**config.mk**
```make
export PLATFORM = sky130hd
export DESIGN_NAME = flash_read_ctrl
export DESIGN_NICKNAME = d
export VERILOG_FILES = /design/src/rtl/flash_read_ctrl.sv
export SDC_FILE = /design/constraint.sdc
export NUM_CORES = 1
export LEC_CHECK = 0
export ABC_AREA = 1
export CORE_UTILIZATION = 50
export DETAILED_ROUTE_END_ITERATION = 8
export PLACE_DENSITY = 0.84
export REMOVE_ABC_BUFFERS = 1
export SETUP_SLACK_MARGIN = 0.15
export SYNTH_ARGS = -nofsm -noshare
export SYNTH_HDL_FRONTEND = slang
export SYNTH_SLANG_ARGS = --single-unit
```
**constraint.sdc**
```tcl
create_clock -name clk -period 2.26 [get_ports clk]
set_clock_uncertainty 0.05 [all_clocks]
set_input_delay 0.452 -clock clk [delete_from_list [all_inputs] [get_ports clk]]
set_output_delay 0.452 -clock clk [all_outputs]
set_load 0.02 [all_outputs]
```
**src/rtl/flash_read_ctrl.sv**
```systemverilog
// SPI NOR read controller: issues 0x03 + 24-bit address, returns one 32-bit word.
// SPI mode 0; data bytes are packed little-endian into resp_data.
module flash_read_ctrl #(
    parameter int CLK_DIV = 2,
    parameter int CS_GAP  = 4
) (
    input  logic        clk,
    input  logic        rst_n,
    input  logic        req_valid,
    output logic        req_ready,
    input  logic [23:0] req_addr,
    output logic        resp_valid,
    input  logic        resp_ready,
    output logic [31:0] resp_data,
    output logic        busy,
    output logic        spi_sck,
    output logic        spi_ss,
    output logic        spi_mosi,
    input  logic        spi_miso
);
    localparam int DIV_W = $clog2(CLK_DIV + 1);
    localparam int GAP_W = $clog2(CS_GAP + 1);
    localparam logic [DIV_W-1:0] DIV_LAST = DIV_W'(CLK_DIV - 1);
    localparam logic [GAP_W-1:0] GAP_LAST = GAP_W'(CS_GAP - 1);

    typedef enum logic [2:0] {
        IDLE,
        CMD,
        ADDR,
        DATA,
        RESP,
        GAP
    } state_t;

    state_t           state_q, state_d;
    logic [DIV_W-1:0] div_q, div_d;
    logic [4:0]       bit_q, bit_d;
    logic [GAP_W-1:0] gap_q, gap_d;
    logic [31:0]      tx_q, tx_d;
    logic [31:0]      rx_q, rx_d;
    logic [31:0]      data_q, data_d;
    logic             sck_q, sck_d;
    logic             ss_q, ss_d;
    logic             mosi_q, mosi_d;
    logic             rvalid_q, rvalid_d;
    logic             ready_q, ready_d;
    logic             busy_q, busy_d;
    logic             half_end;
    logic             last_bit;

    always_comb begin
        state_d  = state_q;
        div_d    = div_q;
        bit_d    = bit_q;
        gap_d    = gap_q;
        tx_d     = tx_q;
        rx_d     = rx_q;
        data_d   = data_q;
        sck_d    = sck_q;
        mosi_d   = mosi_q;
        half_end = (div_q == DIV_LAST);
        last_bit = 1'b0;

        unique case (state_q)
            IDLE: begin
                if (req_valid && ready_q) begin
                    state_d = CMD;
                    tx_d    = {8'h03, req_addr};
                    rx_d    = '0;
                    div_d   = '0;
                    bit_d   = '0;
                    gap_d   = '0;
                    sck_d   = 1'b0;
                    mosi_d  = tx_d[31];
                end
            end
            CMD, ADDR, DATA: begin
                last_bit = (state_q == CMD  && bit_q == 5'd7)
                        || (state_q == ADDR && bit_q == 5'd23)
                        || (state_q == DATA && bit_q == 5'd31);
                if (!half_end) begin
                    div_d = div_q + 1'b1;
                end else begin
                    div_d = '0;
                    if (!sck_q) begin
                        sck_d = 1'b1;
                        if (state_q == DATA) begin
                            rx_d = {rx_q[30:0], spi_miso};
                        end
                    end else begin
                        // end of bit period: next bit goes out while sck falls
                        sck_d = 1'b0;
                        tx_d  = {tx_q[30:0], 1'b0};
                        if (last_bit) begin
                            bit_d = '0;
                            if (state_q == CMD) begin
                                state_d = ADDR;
                            end else if (state_q == ADDR) begin
                                state_d = DATA;
                            end else begin
                                state_d = RESP;
                                data_d  = {rx_q[7:0], rx_q[15:8],
                                           rx_q[23:16], rx_q[31:24]};
                            end
                        end else begin
                            bit_d = bit_q + 5'd1;
                        end
                        mosi_d = (state_d == CMD || state_d == ADDR)
                               ? tx_d[31] : 1'b0;
                    end
                end
            end
            RESP: begin
                if (resp_ready) begin
                    state_d = GAP;
                    gap_d   = '0;
                    div_d   = '0;
                    bit_d   = '0;
                end
            end
            GAP: begin
                if (gap_q == GAP_LAST) begin
                    state_d = IDLE;
                    gap_d   = '0;
                end else begin
                    gap_d = gap_q + 1'b1;
                end
            end
            default: begin
                state_d = IDLE;
            end
        endcase

        ss_d     = !(state_d inside {CMD, ADDR, DATA});
        rvalid_d = (state_d == RESP);
        ready_d  = (state_d == IDLE);
        busy_d   = (state_d != IDLE);
    end

    always_ff @(posedge clk or negedge rst_n) begin
        if (!rst_n) begin
            state_q  <= IDLE;
            div_q    <= '0;
            bit_q    <= '0;
            gap_q    <= '0;
            tx_q     <= '0;
            rx_q     <= '0;
            data_q   <= '0;
            sck_q    <= 1'b0;
            ss_q     <= 1'b1;
            mosi_q   <= 1'b0;
            rvalid_q <= 1'b0;
            ready_q  <= 1'b0;
            busy_q   <= 1'b0;
        end else begin
            state_q  <= state_d;
            div_q    <= div_d;
            bit_q    <= bit_d;
            gap_q    <= gap_d;
            tx_q     <= tx_d;
            rx_q     <= rx_d;
            data_q   <= data_d;
            sck_q    <= sck_d;
            ss_q     <= ss_d;
            mosi_q   <= mosi_d;
            rvalid_q <= rvalid_d;
            ready_q  <= ready_d;
            busy_q   <= busy_d;
        end
    end

    assign req_ready  = ready_q;
    assign resp_valid = rvalid_q;
    assign resp_data  = data_q;
    assign busy       = busy_q;
    assign spi_sck    = sck_q;
    assign spi_ss     = ss_q;
    assign spi_mosi   = mosi_q;

endmodule

```
==> reports/metrics.yaml, run 1 <==
io-pin-count: 67
htreeDepth: 4
cts_made_buffers: 17
fin_tns_setup_ns: 0
synth-xor-area-share_pct: 0
finish.utilization_pct: 67.78
drc_errors: 0
antenna_cells: 0
grtUsageTotal_pct: 21.80
tightest_slew_ns: 0.5256
cp-end-kind: "register"
synth-compound-area-share_pct: 14.94
grt_pass1_wl_um: 16800
detail_route.wl_per_cell_um: 14.42
dp_cells: 671
gp_congestion: 0.8312
grt_setup_unrepaired: "yes"
grt_max_degree: 54
antenna_left: 0
synth_top_family_by_area: "compound AO/OA/AOI/OAI gates"
worstPathArrival_ns: 2.37
pre_cts_ws_ns: 0.05470
routed_wl_um: 10190
start_util_pct: 52.26
fin_ws_ns: 0.2257
synth.yosys.seq_area_share_pct: 58.55
overflow: 0
p_leak_nw: 3.071
ir_drop_v: 0.0007402
final_hold_viol_count: 0
status: "completed"
area_growth_pct: 29.70
clkTransAtPathRegs_ns: 0.06
netlist_instances: 493
rows: 35
synth.most_common_cell: "dfrtp_1"
finalNonFillerCells: 707
synth_top_area_share_pct: 58.01
coreArea_um2: 9328
fmax_mhz: 491.6
startpoint_type: "register"
synth-seq-cells: 114
fin_crit_sh_pct: 90.01
dominantRegCellSynth: "dfrtp_1"
ys_top_cells_by_count: "113 x dfrtp_1, 66 x nand2_1, 64 x inv_1, 44 x o21ai_0, 37 x nor2_1"
synth.distinct_cells: 36
port_buffers: 66
yosys.area_share.simple_pct: 13.17
period_minus_slack_ns: 2.034
slew_violations: 0
die_y_um: 100.7
dr_total_vias: 3754
drive_gt1_share_pct: 13.49
first_pass_iters: 5
p_per_area_nw_per_um2: 762.1
synth_area_um2: 4875
initialDrtViolationCount: 196
hold_class: "in2async"
grt_pass1_vias: 3618
crit_fanout: 25
clock_tree.root_cell: "clkbuf_8"
setup_violations: 0
cts_buffer_depth: 2
worstPathRequired_ns: 2.60
place_hpwl_um: 6335
synth_edf_count: 0
drv_cap: 0
cts_tree: "built"
synthArstFlopShare_pct: 100.0
synthAdderAreaFrac_pct: 0.7700
antenna_found_initial: 0
relSlewSlack_pct: 64.59
yosysTopAreaCell: "dfrtp_1"
via_per_inst: 5.310
synth_area_leaders: "dfrtp_1 58%, nand2_1 5.1%, inv_1 4.9%"
clock-sinks: 114
crit_type: "reg2reg"
nNetsFinal: 598
clock_latency_ns: 0.51
dieArea_um2: 10150
postSynthAreaPerCell_um2: 9.888
fp.dieW_um: 100.7
synth_mux_area_share_pct: 3.696
power_mw: 4.818
r2r_setup_slack_ns: 0.23
synth_warnings: 0
-- layer usage --
| metal | vias to the layer above | share of wire [%] | track usage, % |
|---|---|---|---|
| met5 | - | 0 | 0 |
| met4 | 0 | 1.5 | 7.804 |
| met3 | 15 | 4.3 | 6.796 |
| met2 | 115 | 50 | 36.09 |
| met1 | 1831 | 44 | 27.05 |
| li1 | 1793 | - | - |
-- worst paths after layout --
| check | start | end | depth (start not counted) |
|---|---|---|---|
| worst min register to register | rx_q[31]$_DFFE_PN0P_ | rx_q[31]$_DFFE_PN0P_ | 2 |
| worst max register to register | bit_q[0]$_DFFE_PN0P_ | resp_data[17]$_DFFE_PN0P_ | 8 |
| worst max-delay path | bit_q[0]$_DFFE_PN0P_ | resp_data[17]$_DFFE_PN0P_ | 8 |
| worst min-delay path | rst_n | resp_data[3]$_DFFE_PN0P_ | 2 |
| min in group clk | rx_q[31]$_DFFE_PN0P_ | rx_q[31]$_DFFE_PN0P_ | 2 |
| max in group asynchronous | rst_n | tx_q[22]$_DFFE_PN0P_ | 3 |
-- cell type report --
type / instances / area [um2]
flip-flops and latches: 114 / 2854
well taps: 129 / 161.4
inverters: 69 / 287.8
clock inverters: 10 / 131.4
repair buffers: 80 / 813.3
fillers: 684 / 3005
multi-input cells: 284 / 1605
clock buffers: 21 / 469.2
-- critical path, cell delays in order, from the launching register on --
cell and delay [ns]:
dfrtp_1 0.37, ha_1 0.17, nand2_1 0.08, nor2_1 0.10
ha_2 0.19, nand4_1 0.18, nor2_4 0.20, buf_12 0.20
mux2_2 0.36
-- cell usage in the layout, fill, tap and decap left out, drive strengths merged --
cell / Yosys / final
buf: 21 / 14
clkinv: 1 / 6
a31oi: 1 / 1
nand2: 69 / 69
nand3: 29 / 29
clkbuf: 5 / 21
o211ai: 24 / 24
a22oi: 2 / 2
dlygate4sd2: 0 / 2
bufinv: 0 / 4
inv: 68 / 68
dfstp: 1 / 1
dlygate4sd3: 0 / 1
clkinvlp: 0 / 1
ha: 3 / 3
dfrtp: 113 / 113
nor3: 1 / 1
a21oi: 19 / 19
nor2: 39 / 39
a22o: 1 / 1
o22ai: 4 / 4
mux2: 16 / 16
o21a: 1 / 1
clkdlybuf4s50: 0 / 63
nand4: 6 / 6
or2: 1 / 1
o31ai: 14 / 14
o21ai: 54 / 54
-- logic make-up after synthesis --
group,count (synthesis)
simple gates,145
fa+ha+maj,3
buf+inv,95
flops,114
mux,16
compound gates,120
-- flip-flops by register name, summed over array words and instances (netlist names) --
register / flops
div_q: 2
req_ready: 1
resp_data: 32
resp_valid: 1
spi_mosi: 1
state_q: 3
spi_ss: 1
bit_q: 5
tx_q: 31
busy: 1
gap_q: 3
spi_sck: 1
rx_q: 32
-- timing repair --
action	in CTS	in global routing
setup buffers	2	2
hold endpoints to repair	22	0
hold buffers	1	0
gates resized for setup	2	7
pin swaps	1	1
gates cloned	1	0
endpoints found under the setup margin	17	46
-- stage by stage --
step	instance area (um2)	hold slack [ns]
2_1_floorplan	4707	0.1064
4_1_cts	6305	0.3427
3_3_place_gp	5637	0.3295
6_report	6322	0.3561
3_5_place_dp	5637	0.3389
5_1_grt	6322	0.3637
-- where the power goes --
part           internal (mW)  leakage, nW  switching (mW)
logic                 0.0488         1.41          0.0484
clock network           1.78        0.299           0.898
registers               2.04         1.37               0
No activity file was read; power rests on OpenSTA's default activity.
==> run 2: changes to the inputs <==
--- a/config.mk
+++ b/config.mk
@@ -6,6 +6,7 @@
 export NUM_CORES = 1
 export LEC_CHECK = 0
 export ABC_AREA = 1
+export CORE_ASPECT_RATIO = 1.2
 export CORE_UTILIZATION = 50
 export DETAILED_ROUTE_END_ITERATION = 8
 export PLACE_DENSITY = 0.84
==> reports/metrics.yaml, run 2 (synthesis gave the netlist of run 1 again) <==
violations: "negative hold slack"
routed_wl_um: 10920  # +7.1%
power_mw: 5.052  # +4.9%
cp-end-kind: "register"
r2r_setup_slack_ns: 0.17  # -0.05 ns
port_buffers: 66  # unchanged
area_growth_pct: 33.44
start_util_pct: 51.23  # -1.0 points
worstPathRequired_ns: 2.49  # -0.11 ns
clkTransAtPathRegs_ns: 0.05  # about the same
mostFrequentLayoutCells: "113 x dfrtp_1, 65 x clkdlybuf4s50_1, 64 x nand2_1, 64 x inv_1, 44 x o21ai_0"
fmax_mhz: 479.6  # -2.4%
slew_violations: 0  # unchanged
grtUsageMet3_pct: 4.321  # -2.5 points
clock_tree.root_cell: "clkbuf_16"
initialDrtViolationCount: 174  # -11%
hold_class: "in2async"
grt_setup_unrepaired: "yes"
drc_errors: 0  # unchanged
rows: 39  # +11%
cts_buffer_depth: 2  # unchanged
crit_fanout: 10  # -60%
dr_total_vias: 3766  # +0.32%
p_leak_nw: 3.142  # +2.3%
holdBufCountCts: 0  # -1
overflow: 0  # unchanged
antenna_found_initial: 0  # unchanged
first_pass_iters: 4  # -1
clock_latency_ns: 0.41  # -0.10 ns
rr_endpoint: "resp_data[21]$_DFFE_PN0P_"
crit_type: "reg2reg"
ff2ff_path_depth: 8  # unchanged
busiest_layer: "met2"
final_hold_viol_count: 6  # +6
grt_pass1_wl_um: 16680  # -0.70%
tightest_slew_ns: 0.5650  # +0.03944 ns
status: "finished, violations left"
fp.dieW_um: 92.14  # -8.5%
ir_drop_v: 0.0006137  # -17%
hold_slack_ns: -0.004553  # -0.3606 ns
coreArea_um2: 9515  # +2.0%
cts_made_buffers: 17  # unchanged
grt_pass1_vias: 3617  # -0.028%
grt_max_degree: 70  # +30%
period_minus_slack_ns: 2.085  # +0.05081 ns
final_common_cell: "dfrtp_1"
cts_tree: "built"
grtUsageTotal_pct: 21.62  # -0.18 points
worstReg2RegStart: "bit_q[1]$_DFFE_PN0P_"
io-pin-count: 67  # unchanged
worstPathArrival_ns: 2.32  # -0.05 ns
detail_route.wl_per_cell_um: 15.40  # +6.8%
startpoint_type: "register"
met2_usage_pct: 37.95  # +1.9 points
via_per_inst: 5.312  # about the same
gp_congestion: 0.8473  # +1.9%
p_per_area_nw_per_um2: 776.7  # +1.9%
grtUsageMet1_pct: 24.98  # -2.1 points
die_y_um: 110.2  # +9.4%
fin_crit_sh_pct: 92.26  # +2.2 points
relSlewSlack_pct: 62.33  # -2.3 points
nNetsFinal: 605  # +1.2%
clock-sinks: 114  # unchanged
place_hpwl_um: 6266  # -1.1%
drive_gt1_share_pct: 15.53  # +2.0 points
htreeDepth: 4  # unchanged
drv_cap: 0  # unchanged
antenna_left: 0  # unchanged
setup_violations: 0  # unchanged
dieArea_um2: 10150  # about the same
pre_cts_ws_ns: 0.1102  # +0.05553 ns
antenna_cells: 0  # unchanged
fin_ws_ns: 0.1749  # -0.05081 ns
==> run 2: changes by cell type in the layout (fill, tap and decap cells not counted), sizes merged <==
cell,previous run,this run
clkinv,6,4
dlygate4sd3,1,0
dlygate4sd2,2,0
clkdlybuf4s50,63,65
clkbuf,21,27
buf,14,19
==> run 2: critical path, cell delays in order (launching register included) <==
cell and delay, ns:
dfrtp_1 0.37, ha_2 0.21, nand2_4 0.06, nor2_4 0.11, ha_4 0.12, nand4_1 0.17, nor2_4 0.31, clkbuf_16 0.22
mux2_2 0.32
==> run 2: power by group <==
part	switching (mW)	total (mW)	internal [mW]
Clock	0.895	2.91	2.02
Combinational	0.0473	0.0949	0.0476
Sequential	0	2.04	2.04
==> run 2: layer usage <==
| metal | wire length [um] | share of wire, % |
|---|---|---|
| met1 | 4261 | 39 |
| met2 | 5992 | 55 |
| met3 | 397 | 3.6 |
| met4 | 269 | 2.5 |
| met5 | 0 | 0 |
==> run 2: cell type report <==
cell class | instances | area (um2)
Multi-Input combinational cell | 284 | 1655
Clock buffer | 24 | 511.7
Tap cell | 123 | 153.9
Sequential cell | 114 | 2854
Inverter | 69 | 265.3
Clock inverter | 8 | 146.4
Timing Repair Buffer | 87 | 918.4
Fill cell | 696 | 3010
==> run 2: how the worst max path moves through the flow <==
stage                               from                         to  slack [ns]  cells after the start
global placement               req_valid       tx_q[16]$_DFFE_PN0P_        0.22                      8
finish              bit_q[1]$_DFFE_PN0P_  resp_data[21]$_DFFE_PN0P_        0.17                      8
detailed placement             req_valid       tx_q[12]$_DFFE_PN0P_        0.11                      8
floorplan           bit_q[0]$_DFFE_PN0P_  resp_data[11]$_DFFE_PN0P_       -0.39                      7
CTS                 bit_q[0]$_DFFE_PN0P_        req_ready$_DFF_PN0_        0.16                     11
global route        bit_q[1]$_DFFE_PN0P_        req_ready$_DFF_PN0_        0.12                     11
==> run 2: stage by stage <==
step / TNS [ns] / std cells / util (%) / cell area (um2)
floorplan: -10.63 / 467 / - / 4707
global placement: 0 / 666 / 59.37 / 5649
detailed placement: 0 / 666 / 59.37 / 5649
CTS: 0 / 698 / 66.29 / 6307
global route: 0 / 709 / 68.36 / 6505
finish: 0 / 709 / 68.36 / 6505
==> run 2: timing repair <==
action | CTS | global route
endpoints found under the setup margin | 0 | 21
setup buffers | 0 | 8
resized for setup | 0 | 16
